[config.mk]
export PLATFORM = sky130hd
export DESIGN_NAME = mul_hilo_ctrl
export DESIGN_NICKNAME = d
export VERILOG_FILES = /design/src/rtl/mul_hilo_ctrl.sv
export SDC_FILE = /design/constraint.sdc
export NUM_CORES = 1
export LEC_CHECK = 0
export ABC_AREA = 1
export BUFFER_PORTS_ARGS = -buffer_cell sky130_fd_sc_hd__buf_4
export CAP_MARGIN = 10
export CORE_ASPECT_RATIO = 0.75
export CORE_MARGIN = 1
export CORE_UTILIZATION = 49
export CTS_CLUSTER_SIZE = 20
export DETAILED_ROUTE_END_ITERATION = 6
export GPL_TIMING_DRIVEN = 0
export PLACE_DENSITY = 0.8
export SLEW_MARGIN = 20
export SYNTH_ARGS = -nofsm -noshare
export SYNTH_HDL_FRONTEND = slang
export SYNTH_SLANG_ARGS = --single-unit
[constraint.sdc]
create_clock -name clk -period 2.1 [get_ports clk]
set_input_delay 0.105 -clock clk [delete_from_list [all_inputs] [get_ports clk]]
set_output_delay 0.105 -clock clk [all_outputs]
set_load 0.03 [all_outputs]
[src/rtl/mul_hilo_ctrl.sv]
// Issue/commit controller for the magnitude-array multiplier. It latches the operands,
// waits out the multiplier latency, fixes up the sign and commits the product to HI/LO.
module mul_hilo_ctrl #(
    parameter int MUL_LATENCY = 1
) (
    input  logic        clk,
    input  logic        resetn,
    input  logic        mul_req,
    input  logic        mul_sign,
    input  logic [31:0] mul_op1,
    input  logic [31:0] mul_op2,
    input  logic        flush,
    input  logic        hi_we,
    input  logic        lo_we,
    input  logic [31:0] hilo_wdata,
    output logic        m_sign,
    output logic [31:0] m_op1,
    output logic [31:0] m_op2,
    input  logic [63:0] mul_result,
    output logic        stall,
    output logic        mul_done,
    output logic [31:0] hi,
    output logic [31:0] lo
);

    localparam int CW = $clog2(MUL_LATENCY + 1);
    localparam logic [CW-1:0] LAT = CW'(MUL_LATENCY);

    localparam logic [1:0] IDLE = 2'd0;
    localparam logic [1:0] BUSY = 2'd1;
    localparam logic [1:0] DONE = 2'd2;

    logic [1:0]    state;
    logic [CW-1:0] cnt;
    logic          neg;
    logic [63:0]   prod;

    // The multiplier only sees magnitudes, so the product is negated when the signs differ.
    assign neg  = m_sign & (m_op1[31] ^ m_op2[31]);
    assign prod = neg ? (~mul_result + 64'd1) : mul_result;

    assign stall    = ((state != BUSY) & mul_req & ~flush) | ((state == BUSY) & ~flush);
    assign mul_done = (state == DONE);

    always_ff @(posedge clk or negedge resetn) begin
        if (!resetn) begin
            state  <= IDLE;
            cnt    <= '0;
            m_sign <= 1'b0;
            m_op1  <= '0;
            m_op2  <= '0;
            hi     <= '0;
            lo     <= '0;
        end else begin
            case (state)
                BUSY: begin
                    if (flush) begin
                        state <= IDLE;
                        cnt   <= '0;
                    end else if (cnt < LAT) begin
                        cnt <= cnt + CW'(1);
                    end else begin
                        hi    <= prod[63:32];
                        lo    <= prod[31:0];
                        state <= DONE;
                    end
                end
                default: begin
                    if (mul_req && !flush) begin
                        m_sign <= mul_sign;
                        m_op1  <= mul_op1;
                        m_op2  <= mul_op2;
                        cnt    <= '0;
                        state  <= BUSY;
                    end else begin
                        state <= IDLE;
                    end
                end
            endcase
            // Direct MTHI/MTLO writes come last so they override a coinciding commit.
            if (hi_we) hi <= hilo_wdata;
            if (lo_we) lo <= hilo_wdata;
        end
    end

endmodule

Word level (Yosys, flattened, before mapping) --
Index checks and enable logic that the tools add are counted.
Word-level totals: register bits 132, input bits 167, output and inout bits 131, logic and storage cells 54
Cells by class: add/sub/neg operators 2, magnitude comparators 1, equal/unequal tests 9, muxes and demuxes 17, bitwise gates (word level) 9, reductions and logical operators 9
Operator list (number):
- $mux W32 | 8
- $add A64 B1 Y64 const B | 1
- $mux W64 | 1
- $not A64 Y64 | 1
- $mux W2 | 3
- $ne A2 B1 Y1 const B | 3
- $reduce_and A3 Y1 | 2
- $reduce_bool A2 Y1 | 3
- $mux W1 | 5
- $and A1 B1 Y1 | 4
- $ne A2 B2 Y1 const B | 2
- $reduce_and A2 Y1 | 2
- $ne A3 B2 Y1 const B | 1
- $ne A3 B3 Y1 const B | 1
- $eq A2 B1 Y1 const B | 1
- $eq A2 B2 Y1 const B | 1
- $not A1 Y1 | 2
- $add A1 B1 Y1 const B | 1
- $logic_and A1 B1 Y1 | 1
- $logic_not A1 Y1 | 1
- $lt A1 B1 Y1 const B | 1
- $or A1 B1 Y1 | 1
- $xor A1 B1 Y1 | 1

Logic depth before layout (Yosys ltp) --
Gate-level depths: netlist (run 1).
depth in word-level cells 7, gate-level depth with buffers 12

Worst setup path after synthesis (run 1) --
OpenSTA, ideal clock, no wires.
path type reg2reg, start point register m_op1[31], end point register lo[29], arrival 1.447 ns, required time 1.978 ns, path slack 0.531 ns, cell stages (with the launch flop) 9, path buffers 1, period minus slack after synthesis 1.569 ns, cell sequence dfrtp_1 nand2_1 nand2_1 nor2_4 buf_4 o21ai_2 or2_2 nand3_1 nand2_1
Between the ends: longest elaborated chain between the ends 7
Ends and longest elaborated chain:
- start: declaration | RTL line 17 | output logic [31:0] m_op1,
- start signal: assignment | RTL line 71 | m_op1 <= mul_op1;
- $xor A1 B1 Y1 | RTL line 39 | assign neg = m_sign & (m_op1[31] ^ m_op2[31]);
- $and A1 B1 Y1 | RTL line 39
- $mux W64 | RTL line 40 | assign prod = neg ? (~mul_result + 64'd1) : mul_result;
- $mux W32 | RTL line 60 | end else if (cnt < LAT) begin
- $mux W32 | RTL line 57 | if (flush) begin
- $mux W32 | RTL line 55 | case (state)
- $mux W32 | RTL line 82 | if (lo_we) lo <= hilo_wdata;
- end signal: assignment | RTL line 64 | lo <= prod[31:0];
- end signal: assignment | RTL line 82
- end: declaration | RTL line 23 | output logic [31:0] lo
No other way between the ends. The select of a mux whose other input is x is not followed. A chain may end at the register's enable or synchronous reset.

Final worst setup path (run 1) --
start point register m_op1[31], end point register lo[2]
Same word-level chain as after synthesis.

==> flow_metrics.tcl, run 1 <==
set metrics [dict create \
    status "finished, violations left" \
    violations "negative setup slack" \
    die_w_um 145 \
    clock-sinks 132 \
    max-cap-violations 0 \
    cts_tree "done" \
    setup_viol 1 \
    drtPass1Iterations 6 \
    cts_htree_levels 4 \
    ys_seq_area_share_pct 44.3 \
    avgRoutedWirePerCell_um 22.4 \
    drc 0 \
    synthesis.area_um2 7460 \
    postCtsSetupBuffers 0 \
    antenna_cells 0 \
    synth_top_area_cell "dfrtp_1" \
    gp_congestion 0.989 \
    worstPathArrival_ps 2420 \
    antenna_found_initial 1 \
    cp_slowest_cell "dfrtp_1" \
    drv_slew 0 \
    worstSetupEndpointType "flop" \
    fin_worst_skew_ps 11.3 \
    hp-class "in -> reg" \
    slew_headroom_pct 51.0 \
    cp_slowest_stage_delay_ps 410 \
    routed_wl_mm 35.2 \
    crit_top_cell "nand2_1" \
    cts_root_buf "clkbuf_16" \
    portBuffers 295 \
    crit_path_cell_trace "nand2_1, nand2_1, nor2_4, inv_2, buf_2, nor2_1, xor2_1, nand2_1, nand2_1" \
    place_inst 1415 \
    crit_required_ps 2420 \
    postRouteAntennaNets 0 \
    yosysTopAreaCellShare_pct 44.3 \
    clk_latency_ps 430 \
    tightest_slew_ps 735 \
    die_h_um 109 \
    grt_pass1_vias 8973 \
    startpoint_type "flop" \
    timing.final.ws_setup_ps -1.81 \
    place_area_um2 9960 \
    ios 298 \
    dieArea_um2 15700 \
    ys_types 33 \
    avgViaCountPerCell 5.85 \
    drt-initial-drc-count 1081 \
    vdd_drop_max_uv 675 \
    hold_viol_final 0 \
    synth.yosys.warnings 0 \
    grt_max_degree 73 \
    syn_area_per_cell_um2 8.12 \
    holdWs_ps 5.69 \
    crit_type "reg -> reg" \
    fin_cells 1572 \
    dp_hpwl_mm 23.2 \
    fin_crit_sh_pct 100 \
    power.leakage_uw 0.00560 \
    fmaxAchievable_mhz 476 \
    dr_total_vias 9196 \
    grt_overflow_total 0 \
    cts.clk_slew.worst_paths_ps 70 \
    netlist_instances 919 \
    row_count 38 \
    synthTopCellsByArea "dfrtp_1 (44%), nand2_1 (12%), mux2_2 (9.8%)" \
    design_area_um2 11800 \
    ctsLongestPathBuffers 2 \
    start_util_pct 50.8 \
    nets 1527 \
    grt_use_total_pct 45.4 \
    grt_pass1_wl_mm 51.3 \
    synth_nets 1087 \
    drive_gt1_share_pct 33.2 \
    numCtsBuffers 17 \
    powerDensity_nw_per_um2 905 \
    fin_tns_setup_ps -1.81 \
    fin_crit_ps 2100 \
    path_max_fanout 10 \
    syn2layout_area_growth_pct 58.6 \
    synth_seq_cells 132 \
    fp.coreArea_um2 14700 \
]
-- routing by layer --
metal	wire [um]	vias up	track usage, %
met5	13	-	0
met4	1570	2	23.0
met3	4590	158	15.5
met2	16000	727	70.6
met1	13000	4360	56.3
li1	-	3949	-
-- cell type report --
| cell class | count | area [um^2] |
|---|---|---|
| clock buffers | 17 | 425 |
| well taps | 200 | 250 |
| flip-flops and latches | 132 | 3300 |
| fillers | 956 | 2850 |
| repair buffers | 421 | 3500 |
| plain buffers | 34 | 179 |
| inverters | 54 | 203 |
| multi-input cells | 699 | 3790 |
| clock inverters | 15 | 184 |
-- placed cells by master (no fill, tap or decap), types with 3 or more instances in the layout --
master,n
nand2_2,10
dfrtp_1,132
inv_8,5
buf_2,17
clkbuf_1,11
a22oi_1,47
nor2_4,7
inv_6,5
nor2_1,129
inv_2,3
nor2_2,10
nand2_4,3
nand4_1,10
nand2_1,241
mux2_2,65
inv_1,51
clkbuf_16,17
o21ai_2,3
nand3_1,82
o211ai_1,9
o21ai_0,28
buf_4,297
dlygate4sd3_1,125
a21boi_0,4
xor2_1,14
a21oi_1,8
o21ai_1,16
-- what timing repair did --
| action | 4_1_cts | 5_1_grt |
|---|---|---|
| hold buffers | 125 | 0 |
| endpoints found under the setup margin | 0 | 3 |
| gates resized for setup | 0 | 7 |
| hold endpoints to repair | 189 | 0 |
-- worst paths after layout --
| check | start | to | slack, ps | depth (start not counted) |
|---|---|---|---|---|
| setup / recovery | m_op1[31] | lo[2] | -2 | 9 |
| hold / removal | mul_result[16] | lo[16] | 6 | 3 |
| setup reg to reg | m_op1[31] | lo[2] | -2 | 9 |
| hold reg to reg | cnt | state[0] | 480 | 1 |
| max in group asynchronous | resetn | hi[17] | 1160 | 3 |
| min in group asynchronous | resetn | m_op1[30] | 200 | 2 |
-- cells by family (layout without fill, tap and decap cells) --
logic type      after synthesis  in the layout  synth area share (%)
fa+ha+maj                     1              1                 0.168
compound gates              119            119                  10.3
buf+inv                      88            541                  5.05
xor+xnor                     16             16                  1.88
simple gates                498            498                  28.6
flops                       132            132                  44.3
mux                          65             65                  9.81
-- sequential cells by signal, indices dropped and copies added (netlist names) --
| name | cells |
|---|---|
| m_sign | 1 |
| lo | 32 |
| cnt | 1 |
| m_op2 | 32 |
| hi | 32 |
| m_op1 | 32 |
| state | 2 |
-- synthesized netlist by cell type --
cell and instances:
clkbuf_1 11, nor2_1 130, xor2_1 14, o211ai_1 9, o21ai_2 3, nand3_2 1
xnor2_1 2, buf_4 2, nor3_1 1, mux2_2 65, nand2_2 9, a21o_1 1
nand2_4 3, nor2_4 7, buf_2 19, nand2_1 242, dfrtp_1 132, or2_2 1
o21ai_1 15, a21boi_0 4, a22oi_1 47, nor2_2 9, inv_2 3, nand3_1 83
o21a_1 1, nand4_1 10, o21bai_1 2, a21oi_1 8, buf_6 2, o21ai_0 29
and2_1 2, inv_1 51, ha_1 1
-- metrics by stage --
| stage | worst slack, ps | power [uW] | utilization, % |
|---|---|---|---|
| finish | -1.81 | 10700 | 80.6 |
| global route | -15.6 | 11000 | 80.6 |
| CTS | 27.3 | 10400 | 80.5 |
| detailed placement | 215 | 7070 | 67.8 |
| global placement | 249 | 6980 | 67.6 |
| floorplan | 531 | 5470 | - |
-- critical path, delay by kind of cell (launching register included) --
family / cells / cell delay [ps]
xor gates and xnor gates: 1 / 180
buffers and inverters: 2 / 480
DFF: 1 / 410
and+or+nand+nor: 6 / 910
-- power breakdown --
| group | internal [uW] | switching, uW | leakage (uW) |
|---|---|---|---|
| combinational | 1610 | 2590 | 0.00373 |
| clock | 1810 | 1400 | 0.000295 |
| sequential | 2990 | 318 | 0.00158 |
| total | 6400 | 4310 | 0.00560 |
Power figures use the tool's default switching activity.
==> run 2, diff against run 1 <==
==> config.mk (replaced) <==
export PLATFORM = sky130hd
export DESIGN_NAME = mul_hilo_ctrl
export DESIGN_NICKNAME = d
export VERILOG_FILES = /design/src/rtl/mul_hilo_ctrl.sv
export SDC_FILE = /design/constraint.sdc
export NUM_CORES = 1
export LEC_CHECK = 0
export BUFFER_PORTS_ARGS = -buffer_cell sky130_fd_sc_hd__buf_4
export CAP_MARGIN = 10
export CORE_MARGIN = 1
export CORE_UTILIZATION = 49
export CTS_CLUSTER_SIZE = 20
export DETAILED_ROUTE_END_ITERATION = 6
export GPL_TIMING_DRIVEN = 0
export PLACE_DENSITY = 0.81
export SLEW_MARGIN = 20
export SYNTH_ARGS = -nofsm -noshare
export SYNTH_HDL_FRONTEND = slang
export SYNTH_SLANG_ARGS = --single-unit
export TNS_END_PERCENT = 50
==> flow_metrics.tcl, run 2 <==
set metrics [dict create \
    row_count 43 \
    vdd_drop_max_uv 711 \
    crit_path_cell_trace "buf_6, or4_4, or4_4, buf_12, nor3_4, buf_12, a21oi_1, or4b_1, nand3_1" \
    ios 298 \
    synth-edff-count 0 \
    reg2reg_depth 7 \
    cts_htree_levels 4 \
    synthTopCellsByCount "dfrtp_1 (132), nand2_1 (83), mux2_2 (65), clkbuf_1 (41), nor2_1 (41)" \
    violations "negative setup slack" \
    setup_viol 16 \
    internal_power_uw 6270 \
    die_w_um 122 \
    worstSetupEndpointType "flop" \
    dieArea_um2 15000 \
    crit_type "in -> reg" \
    dp_hpwl_mm 20.0 \
    powerDensity_nw_per_um2 860 \
    combinationalPowerShare_pct 37.7 \
    layout_common_cells "buf_4 (303), dfrtp_1 (132), dlygate4sd3_1 (107), nand2_1 (83), mux2_2 (65)" \
    fin_crit_sh_pct 103 \
    power.leakage_uw 0.00521 \
    critPathTopFamily "simple AND/OR/NAND/NOR gates" \
    dr_total_vias 7964 \
    grt_overflow_total 0 \
    avgViaCountPerCell 6.02 \
    syn_area_per_cell_um2 10.2 \
    synth_top_area_cell "dfrtp_1" \
    final_common_cell "buf_4" \
    portBuffers 296 \
    synthesis.area_um2 7110 \
    async_flop_share_pct 100 \
    cp_num_buf_inv 3 \
    fin_worst_skew_ps 8.82 \
    drt-initial-drc-count 747 \
    cp_slowest_stage_delay_ps 570 \
    drv_slew 0 \
    fp.coreArea_um2 14000 \
    grt_pass1_wl_mm 45.4 \
    cts_tree "done" \
    antenna_cells 0 \
    cp_slowest_cell "or4_4" \
    grt_pass1_vias 7971 \
    pwr-share-seq_pct 32.4 \
    r2r-start "state[0]" \
    hold_viol_final 0 \
    ys_types 55 \
    start_util_pct 50.7 \
    die_h_um 122 \
    path_max_fanout 8 \
    tightest_slew_ps 807 \
    rsz0062_at_grt "true" \
    postRouteAntennaNets 0 \
    drc 0 \
    grt_use_total_pct 41.5 \
    cts.clk_slew.worst_paths_ps 60 \
    gp_congestion 0.943 \
    fin_tns_setup_ps -338 \
    synth_nets 866 \
    cts_root_buf "clkbuf_16" \
    clock-sinks 132 \
    ctsLongestPathBuffers 2 \
    slew_headroom_pct 45.8 \
    fmaxAchievable_mhz 463 \
    crit_required_ps 2460 \
    power.switching_uw 3700 \
    synthMostInstantiatedCell "dfrtp_1" \
    timing.final.ws_setup_ps -59.5 \
    hp-class "in -> reg" \
    nets 1299 \
    synthFlopType "dfrtp_1" \
    min_path_cells 3 \
    utilization_pct 82.5 \
    startpoint "mul_result[14]" \
    worstPathArrival_ps 2520 \
    synth.yosys.warnings 0 \
    clk_latency_ps 430 \
    grt_max_degree 95 \
    startpoint_type "primary input" \
    drtPass1Iterations 6 \
    syn2layout_area_growth_pct 62.9 \
    max-cap-violations 0 \
    p_clk_share_pct 29.9 \
    power_uw 9970 \
    fin_crit_ps 2160 \
    num-fill-cells 828 \
    numCtsBuffers 17 \
    antenna_found_initial 0 \
    hp-start "mul_result[59]" \
    drive_gt1_share_pct 40.6 \
    yosysTopAreaCellShare_pct 46.4 \
    synthTopCellsByArea "dfrtp_1 (46%), mux2_2 (10%), nand2_1 (4.4%)" \
    swShare_pct 37.1 \
    routed_wl_mm 31.5 \
    path_depth 9 \
    netlist_instances 698 \
    status "finished, violations left" \
    avgRoutedWirePerCell_um 23.8 \
    synth_seq_cells 132 \
    ys_seq_area_share_pct 46.4 \
]
==> run 2: cell count changes in the layout (fill, tap and decap cells not counted), moves of 18 or more <==
cell,before,now
a21oi_1,8,31
a22oi_1,47,0
dlygate4sd3_1,125,107
inv_1,51,6
mux2i_1,0,23
nand2_1,241,83
nand3_1,82,12
nor2_1,129,41
nor3_1,1,21
nor3b_1,0,20
xnor2_1,2,23
==> run 2: final cells by class <==
type	instances	area, um^2	area share [%]
repair buffers	418	3480	30.0
plain buffers	42	193	1.66
inverters	8	30.0	0.259
flip-flops and latches	132	3300	28.5
multi-input cells	512	3790	32.7
clock buffers	18	439	3.79
well taps	180	225	1.94
clock inverters	12	134	1.16
==> run 2: power groups by stage <==
stage               logic (uW)  clock network, uW  registers [uW]
global route              3910               3090            3250
finish                    3760               2980            3230
CTS                       3590               2930            3170
floorplan                 1180                  0            3960
global placement          3330                  0            3180
detailed placement        3380                  0            3200
==> run 2: worst paths after layout <==
path	endpoint	slack (ps)
min in group asynchronous	lo[9]	140
setup / recovery	hi[0]	-60
hold reg to reg	m_op1[12]	510
hold / removal	hi[27]	0.5
max in group asynchronous	hi[13]	1180
setup reg to reg	hi[9]	-20
==> run 2: through the flow <==
stage / instance area (um^2) / setup slack (ps) / hold slack, ps / cells
6_report: 11600 / -59.5 / 0.535 / 1322
5_1_grt: 11600 / -128 / 17.4 / 1322
4_1_cts: 11500 / -0.335 / 4.30 / 1319
3_5_place_dp: 9630 / -871 / 5.36 / 1175
3_3_place_gp: 9590 / -967 / 292 / 1174
2_1_floorplan: 7140 / -252 / -191 / 698
==> run 2: what timing repair did <==
action,in CTS,in global routing
setup endpoints to repair,111,98
pin swaps,13,19
endpoints found under the hold margin,186,0
gates resized for setup,31,36
hold buffers,107,0
buffers inserted,11,3
cloned,0,0
==> run 2: worst reg2reg max path, cell delays in order, from the launching register on <==
cell and delay [ps]:
dfrtp_1 410, nor2b_2 200, nand3b_1 150, buf_4 170, clkbuf_2 320, clkbuf_1 480, nand2_1 100, o221ai_1 200
==> run 2: per-layer routing <==
| metal | up-vias | global-route usage, % | part of all wire [%] |
|---|---|---|---|
| li1 | 3429 | - | - |
| met1 | 3807 | 46.4 | 35 |
| met2 | 574 | 70.3 | 49 |
| met3 | 154 | 10.8 | 10 |
| met4 | 0 | 25.9 | 5.8 |
| met5 | - | 0 | 0 |
==> run 2: logic make-up after synthesis <==
group,after synthesis,share of synthesized area (%)
and+or+nand+nor,237,17.9
DFF,132,46.4
xor gates and xnor gates,51,6.28
AOI/OAI and AO/OA,135,12.7
adders and majority gates,1,0.176
muxes,88,13.5
buffers and inverters,54,2.97
==> run 3, diff against run 2 <==
--- a/config.mk
+++ b/config.mk
@@ -8,11 +8,11 @@
 export BUFFER_PORTS_ARGS = -buffer_cell sky130_fd_sc_hd__buf_4
 export CAP_MARGIN = 10
 export CORE_MARGIN = 1
-export CORE_UTILIZATION = 49
+export CORE_UTILIZATION = 42
 export CTS_CLUSTER_SIZE = 20
 export DETAILED_ROUTE_END_ITERATION = 6
 export GPL_TIMING_DRIVEN = 0
-export PLACE_DENSITY = 0.81
+export PLACE_DENSITY = 0.71
 export SLEW_MARGIN = 20
 export SYNTH_ARGS = -nofsm -noshare
 export SYNTH_HDL_FRONTEND = slang
==> flow_metrics.tcl, run 3 (synthesized netlist as in run 2, its figures left out) <==
set metrics [dict create \
    startpoint_type "primary input" \
    worstPathArrival_ps 2550 \
    path_max_fanout 6 \
    place_area_um2 9670 \
    clock-sinks 132 \
    drc 0 \
    crit_required_ps 2460 \
    postRouteAntennaNets 0 \
    worstSetupEndpointType "flop" \
    cts.clk_slew.worst_paths_ps 60 \
    gp_congestion 1.00 \
    fin_worst_skew_ps 7.98 \
    place_inst 1215 \
    dr_total_vias 7663 \
    dieArea_um2 17500 \
    portBuffers 296 \
    avgRoutedWirePerCell_um 21.3 \
    crit_top_cell "or4_4" \
    violations "negative setup slack" \
    nets 1309 \
    hold_viol_final 0 \
    setup_viol 10 \
    fin_crit_ps 2190 \
    final_common_cell "buf_4" \
    fp.coreArea_um2 16600 \
    clk_latency_ps 430 \
    cp_num_buf_inv 2 \
    cts_tree "done" \
    fin_crit_sh_pct 104 \
    cp_slowest_cell "or4_4" \
    num-fill-cells 1240 \
    grt_pass1_vias 7835 \
    max-cap-violations 0 \
    crit_path_cell_trace "buf_8, or4_4, or4_4, nor3_4, buf_12, a31oi_1, or4b_1, nand3_1" \
    antenna_found_initial 0 \
    row_count 47 \
    drive_gt1_share_pct 41.4 \
    die_w_um 132 \
    avgViaCountPerCell 5.58 \
    powerDensity_nw_per_um2 830 \
    slew_headroom_pct 46.5 \
    ios 298 \
    grt_overflow_total 0 \
    cts_root_buf "clkbuf_16" \
    fin_tns_setup_ps -436 \
    drv_slew 0 \
    vdd_drop_max_uv 603 \
    timing.final.ws_setup_ps -89.9 \
    syn2layout_area_growth_pct 66.2 \
    fin_cells 1374 \
    design_area_um2 11800 \
    status "finished, violations left" \
    fmaxAchievable_mhz 457 \
    drt-initial-drc-count 599 \
    rsz0062_at_grt "true" \
    routed_wl_mm 29.3 \
    start_util_pct 42.9 \
    hp-class "in -> reg" \
    cts_htree_levels 4 \
    critPathTopFamily "simple AND/OR/NAND/NOR gates" \
    layout_common_cells "buf_4 (304), dfrtp_1 (132), dlygate4sd3_1 (109), nand2_1 (83), mux2_2 (65)" \
    cp_slowest_stage_delay_ps 620 \
    grt_max_degree 76 \
    antenna_cells 0 \
    numCtsBuffers 17 \
    ctsLongestPathBuffers 2 \
    grt_pass1_wl_mm 44.1 \
    grt_use_total_pct 33.5 \
    power.leakage_uw 0.00529 \
    dp_hpwl_mm 20.0 \
    crit_type "in -> reg" \
    die_h_um 132 \
    drtPass1Iterations 5 \
    tightest_slew_ps 803 \
]
run 3: per-stage QoR:
stage | utilization [%] | hold WS, ps | total power [uW] | setup WS [ps]
5_1_grt | 71.3 | 20.2 | 10200 | -116
2_1_floorplan | - | -191 | 5140 | -252
6_report | 71.3 | 15.2 | 9810 | -89.9
3_3_place_gp | 58.1 | 293 | 6530 | -907
4_1_cts | 70.1 | 8.37 | 9680 | -30.4
3_5_place_dp | 58.3 | 58.9 | 6590 | -898
run 3: worst paths after layout:
path,startpoint,endpoint,slack (ps),depth (start not counted)
worst max-delay path,mul_result[18],hi[8],-90,8
worst min-delay path,mul_result[51],hi[19],20,3
worst max register to register,state[0],hi[17],50,6
worst min register to register,m_op2[6],m_op2[6],510,1
max in group asynchronous,resetn,m_op1[25],1160,3
min in group asynchronous,resetn,lo[18],190,2
run 3: repair_timing:
item,in CTS,in global routing
gates cloned,1,0
endpoints found under the hold margin,188,0
resized for setup,43,46
setup buffers,15,6
setup endpoints to repair,113,63
hold buffers,109,0
pin swaps,15,17
run 3: per-layer routing:
metal,up-vias,routed length (um),global-route usage (%)
li1,3449,-,-
met3,72,2600,8.92
met4,0,904,14.3
met5,-,0,0
met2,475,14500,57.8
met1,3667,11300,39.2
run 3: worst min-delay path, delay by kind of cell:
kind | cells | cell delay, ps
xor gates and xnor gates | 1 | 60
AOI/OAI and AO/OA | 1 | 140
buffers and inverters | 1 | 90
run 3: report_power, final:
group / total (uW) / leakage (uW) / switching (uW) / internal (uW)
registers: 3190 / 0.00158 / 248 / 2940
logic: 3750 / 0.00344 / 2150 / 1600
clock network: 2880 / 0.000272 / 1310 / 1570
run 3: cell type report:
cell class / count / area [um^2] / area share (%)
Tap cell: 220 / 275 / 2.33
Multi-Input combinational cell: 512 / 3840 / 32.5
Sequential cell: 132 / 3300 / 27.9
Clock inverter: 15 / 141 / 1.20
Timing Repair Buffer: 428 / 3610 / 30.5
Clock buffer: 17 / 425 / 3.60
Buffer: 42 / 194 / 1.64
Inverter: 8 / 35.0 / 0.296
